File: src/rtl/rsa_pkg.sv
// Shared definitions for the RSA datapath: precompute FSM states and the
// Montgomery operand width used by mmm_unit and rsa_unit instances.
package rsa_pkg;

  typedef enum logic [1:0] {
    IDLE = 2'd0,
    INIT = 2'd1,
    ITER = 2'd2,
    DONE = 2'd3
  } const_state_t;

  // mmm_unit carries two guard bits beyond the modulus width.
  function automatic int mmm_width(input int width);
    return width + 2;
  endfunction

endpackage

File: src/rtl/mod_double_unit.sv
// Combinational modular doubling: r_out = 2*r_in mod m, valid only while r_in < m.
module mod_double_unit #(
  parameter int WIDTH = 8
) (
  input  logic [WIDTH-1:0] r_i,
  input  logic [WIDTH-1:0] m_i,
  output logic [WIDTH-1:0] r_o
);

  logic [WIDTH:0] t;
  logic [WIDTH:0] m_ext;
  logic [WIDTH:0] diff;

  assign t     = {r_i, 1'b0};
  assign m_ext = {1'b0, m_i};
  assign diff  = t - m_ext;

  // r_i < m_i bounds the result below m_i, so dropping the top bit is lossless.
  always_comb begin
    r_o = t[WIDTH-1:0];
    if (t >= m_ext) begin
      r_o = diff[WIDTH-1:0];
    end
  end

endmodule

File: src/rtl/mont_const_unit.sv
// Bit-serial Montgomery constant generator: Const = 2^(2K) mod M, K = WIDTH+2,
// built from 2K modular doublings of 1 so no multiplier or divider is needed.
module mont_const_unit
  import rsa_pkg::*;
#(
  parameter int WIDTH = 8
) (
  input  logic             clk_i,
  input  logic             rst_i,
  input  logic             ena_i,
  input  logic             clear_i,
  input  logic             start_i,
  input  logic [WIDTH-1:0] m_i,
  output logic [WIDTH-1:0] const_o,
  output logic             busy_o,
  output logic             done_o,
  output logic             valid_o,
  output logic             err_o
);

  localparam int K      = mmm_width(WIDTH);
  localparam int ITERS  = 2 * K;
  localparam int CNT_W  = $clog2(ITERS);
  localparam logic [CNT_W-1:0] CNT_LAST = CNT_W'(ITERS - 1);

  const_state_t     state_q;
  logic [WIDTH-1:0] m_q;
  logic [WIDTH-1:0] r_q;
  logic [WIDTH-1:0] r_d;
  logic [CNT_W-1:0] cnt_q;
  logic [WIDTH-1:0] const_q;
  logic             done_q;
  logic             valid_q;
  logic             err_q;

  mod_double_unit #(.WIDTH(WIDTH)) u_dbl (
    .r_i (r_q),
    .m_i (m_q),
    .r_o (r_d)
  );

  always_ff @(posedge clk_i) begin
    if (rst_i) begin
      state_q <= IDLE;
      m_q     <= '0;
      r_q     <= '0;
      cnt_q   <= '0;
      const_q <= '0;
      done_q  <= 1'b0;
      valid_q <= 1'b0;
      err_q   <= 1'b0;
    end else if (clear_i) begin
      state_q <= IDLE;
      const_q <= '0;
      done_q  <= 1'b0;
      valid_q <= 1'b0;
      err_q   <= 1'b0;
    end else if (ena_i) begin
      done_q <= 1'b0;
      case (state_q)
        IDLE: begin
          if (start_i) begin
            m_q     <= m_i;
            valid_q <= 1'b0;
            err_q   <= 1'b0;
            state_q <= INIT;
          end
        end
        INIT: begin
          // An even modulus (including zero) has no Montgomery inverse.
          if (!m_q[0]) begin
            err_q   <= 1'b1;
            state_q <= DONE;
          end else begin
            r_q     <= (m_q == WIDTH'(1)) ? '0 : WIDTH'(1);
            cnt_q   <= '0;
            state_q <= ITER;
          end
        end
        ITER: begin
          r_q   <= r_d;
          cnt_q <= cnt_q + 1'b1;
          if (cnt_q == CNT_LAST) begin
            state_q <= DONE;
          end
        end
        DONE: begin
          done_q <= 1'b1;
          if (err_q) begin
            const_q <= '0;
          end else begin
            const_q <= r_q;
            valid_q <= 1'b1;
          end
          state_q <= IDLE;
        end
        default: state_q <= IDLE;
      endcase
    end
  end

  assign const_o = const_q;
  assign busy_o  = (state_q != IDLE);
  assign done_o  = done_q;
  assign valid_o = valid_q;
  assign err_o   = err_q;

endmodule

File: config.mk
export PLATFORM = sky130hd
export DESIGN_NAME = mont_const_unit
export DESIGN_NICKNAME = d
export VERILOG_FILES = /design/src/rtl/rsa_pkg.sv /design/src/rtl/mod_double_unit.sv /design/src/rtl/mont_const_unit.sv
export SDC_FILE = /design/constraint.sdc
export NUM_CORES = 1
export LEC_CHECK = 0
export ABC_AREA = 1
export BUFFER_PORTS_ARGS = -buffer_cell sky130_fd_sc_hd__buf_2
export CORE_ASPECT_RATIO = 2
export CORE_MARGIN = 4
export CORE_UTILIZATION = 30
export DETAILED_ROUTE_END_ITERATION = 12
export SLEW_MARGIN = 30
export SYNTH_ARGS = -nofsm -noshare
export SYNTH_HDL_FRONTEND = slang
export SYNTH_SLANG_ARGS = --single-unit
File: constraint.sdc
create_clock -name clk_i -period 2.1 [get_ports clk_i]
set_clock_uncertainty 0.15 [all_clocks]
set_input_delay 0.315 -clock clk_i [delete_from_list [all_inputs] [get_ports clk_i]]
set_output_delay 0.315 -clock clk_i [all_outputs]
set_load 0.01 [all_outputs]
# Yosys cells after proc, flatten, opt, wreduce, memory -nomap -nowiden
# Cells that the tools add are included.
dict set report classes {
  mux 17
  order_cmp 1
  add_sub_neg 2
  n_reduce_logical 12
  div 0
  shift 0
  eq_ne 10
  bitwise_logic 1
  n_mul 0
}
# operator count
set op_table {}
lappend op_table {{$mux W8} 3}
lappend op_table {{$pmux W8 S2} 1}
lappend op_table {{$reduce_and A4 Y1} 4}
lappend op_table {{$ne A2 B2 Y1 const B} 5}
lappend op_table {{$pmux W5 S2} 1}
lappend op_table {{$ge A9 B8 Y1} 1}
lappend op_table {{$eq A8 B1 Y1 const B} 1}
lappend op_table {{$pmux W2 S4} 1}
lappend op_table {{$reduce_bool A2 Y1} 4}
lappend op_table {{$sub A8 B8 Y8} 1}
lappend op_table {{$mux W1} 6}
lappend op_table {{$add A5 B1 Y5 const B} 1}
lappend op_table {{$eq A5 B5 Y1 const B} 1}
lappend op_table {{$mux W5} 1}
lappend op_table {{$eq A2 B2 Y1 const B} 2}
lappend op_table {{$mux W2} 2}
lappend op_table {{$pmux W1 S2} 2}
lappend op_table {{$reduce_and A3 Y1} 1}
lappend op_table {{$eq A2 B1 Y1 const B} 1}
lappend op_table {{$logic_not A2 Y1} 1}
lappend op_table {{$reduce_and A2 Y1} 1}
lappend op_table {{$reduce_or A2 Y1} 1}
lappend op_table {{$not A1 Y1} 1}
dict set report totals {
  ff_bits 34
  ram_bits 0
  romBits 0
  input_bits 13
  n_memories 0
  latch_bits 0
}

# Longest topological paths before layout
dict set report logic_depth {
  ltp_word 4
  depth_mapped 12
}

# By module
# A second synthesis with hierarchy kept.
dict set report hier_totals {
  cells_unflattened 300
  hier_area_um2 2142.1
}
# mod n_inst cells_per_inst area_each_um2 seq_area_each_um2
set modules_own_cells {}
lappend modules_own_cells {mont_const_unit 1 199 1539.0 680.7}
lappend modules_own_cells {mod_double_unit 1 101 603.1 0.0}

# Worst setup path after synthesis
# Ideal clock, no wire load.
dict set report synth_timing {
  path_kind {flip-flop to flip-flop}
  start {register m_q[1]}
  end {register r_q[7]}
  t_arrival_ps 1583
  synth_period_minus_slack_ps 1804
  path_stages_with_launch 13
  path_slack_ps 296
  setup_ps 70
  n_path_buf 0
  required_ps 1880
  cell_sequence {dfxtp_1 inv_1 ha_1 ha_1 nand2_1 nor2_1 nand2_1 nand2_1 nor2_8 nand2_4 nand2_1 nand3_1 a21oi_1}
}
dict set report synth_via {
  elab_chain_len 3
  elab_cells_between_ends 4
  classes_between {1 x add/sub; 1 x order compare; 2 x mux}
}
# item line_no
set synth_rtl {}
lappend synth_rtl {{start: declaration} mont_const_unit.sv:27} ;# logic [WIDTH-1:0] m_q;
lappend synth_rtl {{start signal: assignment} mont_const_unit.sv:63} ;# m_q <= m_i;
lappend synth_rtl {{$sub A8 B8 Y8 / $ge A9 B8 Y1 (equally long branches)} {mod_double_unit.sv:16, mod_double_unit.sv:21}}
lappend synth_rtl {{$mux W8 (*)} mod_double_unit.sv:21} ;# if (t >= m_ext) begin
lappend synth_rtl {{$pmux W8 S2 (*)} mont_const_unit.sv:60} ;# case (state_q)
lappend synth_rtl {{end signal: assignment} mont_const_unit.sv:75} ;# r_q <= (m_q == WIDTH'(1)) ? '0 : WIDTH'(1);
lappend synth_rtl {{end signal: assignment} mont_const_unit.sv:81} ;# r_q <= r_d;
lappend synth_rtl {{end: declaration} mont_const_unit.sv:28} ;# logic [WIDTH-1:0] r_q;
# Every way passes the cells marked *; elsewhere a longest branch is shown, timed or not.
# A chain may end at the register's enable or synchronous reset.

# Worst setup path in the final report
dict set report layout_timing {
  start {register m_q[3]}
  end {register r_q[2]}
}
dict set report layout_via {
  elab_chain_len 3
}
# item line_no
set layout_rtl {}
lappend layout_rtl {{$ge A9 B8 Y1} mod_double_unit.sv:21}
lappend layout_rtl {{$mux W8} mod_double_unit.sv:21}
lappend layout_rtl {{$pmux W8 S2} mont_const_unit.sv:60}
# No other way between the ends.

==> out/results.tsv <==
metric	value	unit
remaining design rule violation count	0	
area share of the largest cell type after synthesis	35.3	%
total power after layout	1.72	mW
cell internal pwr	1.25	mW
Syn-to-layout area delta	22.9	%
detailed-route wire length	4990	um
critical path, cell by cell	inv_1 -> ha_1 -> nand2_1 -> inv_1 -> nand4_1 -> nand2_2 -> nand2_4 -> buf_4 -> nand3_1 -> nand3_1 -> a21oi_1	
standard cell core area	6260	sq um
sequential group share of total power	38.6	%
final critical delay including setup and external delays	1.94	ns
biggest area contributors in the synthesized netlist	sky130_fd_sc_hd__dfxtp_1, sky130_fd_sc_hd__nand2_1, sky130_fd_sc_hd__a21oi_1	
endpoint of the worst register-to-register path	r_q[2]$_SDFFE_PP0P_	
antenna violations before repair	0	
Layout Cell Area excl Fill	2370	sq um
main flop type after synthesis	sky130_fd_sc_hd__dfxtp_1	
detail-routed via count per cell	4.67	
overall die width	64.7	um
min setup slack post-route	0.164	ns
total net switching power	467	uW
static leakage	1.04	nW
flip-flop and latch count after synthesis	34	
number of failing setup endpoints in the final timing report	0	
post-synth top area cell	sky130_fd_sc_hd__dfxtp_1	
share of the clock period used by the worst path	92.2	%
Bufs on Longest Clock Path	2	
count of maximum capacitance violations	0	
clock latency on the worst-skew pair	0.28	ns
clock tree from TritonCTS	yes	
share of flip-flops with an asynchronous set or reset after synthesis	0	%
worst hold margin	0.173	ns
fraction of the yosys area taken by sequential cells	35.3	%
switching portion of total power	27.1	%
Slew headroom	69.9	%
PwrDens	726	nW/um^2
placement row count	41	
result of the run	complete, no violations	
initial cell density of the core	30.8	%
grt ovf	0	
boundary pin count	25	
required time worst endpoint	2.16	ns
global-route wire length before repair	8400	um
CP max-delay cell	sky130_fd_sc_hd__ha_1	
total cell area at the placement stage	2170	sq um
number of diodes added for antenna fixing	0	
startpoint of the most critical hold path	m_i[4]	
kind of end point of the critical path	flip-flop	
placed wire-length estimate after detailed placement	3960	um
clock-pin slew reported for the worst setup and hold paths after clock tree synthesis	0.06	ns
FILL cells	738	
startpoint type of the worst setup path	flip-flop	
# hold bufs at CTS	0	
mean routed wirelength per cell	12.7	um
per-instance average area after synthesis	7.09	sq um
largest driver fanout on the critical path	8	
f_max	0.517	GHz
Synth Cell Area	1930	sq um
remaining number of nets flagged by the antenna check after routing	0	
DRC marker count from the first detailed-route iteration	24	
clock root cell	sky130_fd_sc_hd__clkbuf_16	
count of buffers from port buffering	24	
nets in the synthesized netlist	299	
depth of the CTS H-tree	2	
CTS Buf Count	5	
Critical Path Max Stage Delay	0.36	ns
internal reg-to-reg setup slack	0.16	ns
post-place setup slack	0.136	ns
clock share of power	43.0	%
via count of the first global-routing pass	1846	
EDFF count, synth	0	
Hold Path Depth	3	
unrepaired setup endpoints after global routing	no	
multi-input combinational cell area	1090	sq um
largest net degree at the start of global routing	15	
slew of the pin with the lowest slew margin	0.451	ns
worst-case reg-to-reg path depth	11	
total area of sequential cells	682	sq um
count of unique library cells instantiated by Yosys	26	
Max IR drop VDD	0.690	mV
GRT Overall Usage	14.0	%
count of final max-slew check failures	0	
number of nets in the layout	333	
number of detailed-route iterations in the first pass	4	
Total Neg Setup Slack	0	ns
worst min path class	in2reg	
clk sink count	34	
Worst Hold Endpoint	m_q[4]$_SDFFE_PP0P_	
share of final-layout standard cells stronger than drive strength 1	18.9	%
routability cong.	0.826	
number of hold violations in the final report	0	
number of vias after detailed routing	1837	
die outline height	121	um
Critical R2R Launch	m_q[3]$_SDFFE_PP0P_	
start-to-end type of the worst setup path	reg2reg	
total number of yosys warnings	0	
Post-Synthesis Cells	272	
die area	7860	sq um
fraction of power consumed by combinational cells	18.5	%
arrival time of the worst setup path	2.00	ns
-- area by class of cell --
cell class              instances  area share, %
clock inverters                 1          0.211
inverters                      43           6.81
well taps                      86           4.54
repair buffers                 30           7.49
clock buffers                   7           6.02
multi-input cells             192           46.2
flip-flops and latches         34           28.8
-- cell usage after synthesis, types with 2 or more instances --
library cell and number:
sky130_fd_sc_hd__xor2_1 3, sky130_fd_sc_hd__clkbuf_1 2, sky130_fd_sc_hd__nor3_1 2, sky130_fd_sc_hd__a211oi_1 2, sky130_fd_sc_hd__o21ai_0 15, sky130_fd_sc_hd__nor2_4 3, sky130_fd_sc_hd__or2_2 2, sky130_fd_sc_hd__ha_1 13
sky130_fd_sc_hd__dfxtp_1 34, sky130_fd_sc_hd__inv_2 5, sky130_fd_sc_hd__nand4_1 4, sky130_fd_sc_hd__a21oi_1 33, sky130_fd_sc_hd__nand2_4 2, sky130_fd_sc_hd__nand3_1 33, sky130_fd_sc_hd__nor2_1 11, sky130_fd_sc_hd__nand2_1 61
sky130_fd_sc_hd__inv_1 38
-- power groups by stage --
stage          clock, mW  sequential [mW]  combinational, mW
6_report           0.740            0.664              0.318
5_1_grt            0.775            0.665              0.361
4_1_cts            0.754            0.663              0.276
3_5_place_dp           0            0.677              0.272
3_3_place_gp           0            0.677              0.272
2_1_floorplan          0            0.675              0.206
-- through the flow --
step | instances | utilization (%)
floorplan | 272 | -
global placement | 382 | 34.6
detailed placement | 382 | 34.6
CTS | 390 | 37.0
global route | 393 | 37.9
finish | 393 | 37.9
-- what timing repair did --
action                                  4_1_cts  5_1_grt
buffers inserted                              0        3
resized for setup                             0        5
endpoints found under the setup margin        0        7
hold endpoints to repair                      0        0
-- worst max path at each step --
stage,from,end
2_1_floorplan,m_q[1]$_SDFFE_PP0P_,r_q[7]$_SDFFE_PP0P_
3_5_place_dp,m_q[1]$_SDFFE_PP0P_,r_q[1]$_SDFFE_PP0P_
4_1_cts,m_q[1]$_SDFFE_PP0P_,r_q[5]$_SDFFE_PP0P_
6_report,m_q[3]$_SDFFE_PP0P_,r_q[2]$_SDFFE_PP0P_
5_1_grt,m_q[4]$_SDFFE_PP0P_,r_q[1]$_SDFFE_PP0P_
3_3_place_gp,m_q[1]$_SDFFE_PP0P_,r_q[5]$_SDFFE_PP0P_
-- placed cells by master, fill, tap and decap left out, types with 11 or more instances in the layout --
cell type,n
sky130_fd_sc_hd__nand2_1,59
sky130_fd_sc_hd__a21oi_1,33
sky130_fd_sc_hd__nor2_1,11
sky130_fd_sc_hd__ha_1,11
sky130_fd_sc_hd__o21ai_0,15
sky130_fd_sc_hd__dfxtp_1,33
sky130_fd_sc_hd__nand3_1,33
sky130_fd_sc_hd__buf_2,24
sky130_fd_sc_hd__inv_1,38
-- registers in the layout (all words and copies together) (netlist names) --
name / count
cnt_q: 5
const_o: 8
done_o: 1
err_o: 1
m_q: 8
r_q: 8
state_q: 2
valid_o: 1
-- kinds of logic after synthesis --
group / share of synthesized area (%)
adder cells (fa/ha/maj): 9.47
flip-flops: 35.3
XOR/XNOR: 1.82
AO/OA/AOI/OAI: 14.9
AND/OR/NAND/NOR: 29.5
buffers and inverters: 9.01
-- critical path: cells and delay by family, from the launching register on --
family | cells | cell delay (ns)
simple gates | 6 | 0.61
compound gates | 1 | 0.12
fa+ha+maj | 1 | 0.36
buf+inv | 3 | 0.31
flops | 1 | 0.30
-- per-layer routing --
layer | global-route usage [%] | up-vias | wire (um)
li1 | - | 953 | -
met1 | 13.4 | 838 | 1800
met2 | 27.1 | 36 | 2860
met3 | 2.41 | 10 | 157
met4 | 7.28 | 0 | 182
met5 | 0 | - | 0
No activity file was read; power rests on OpenSTA's default activity.
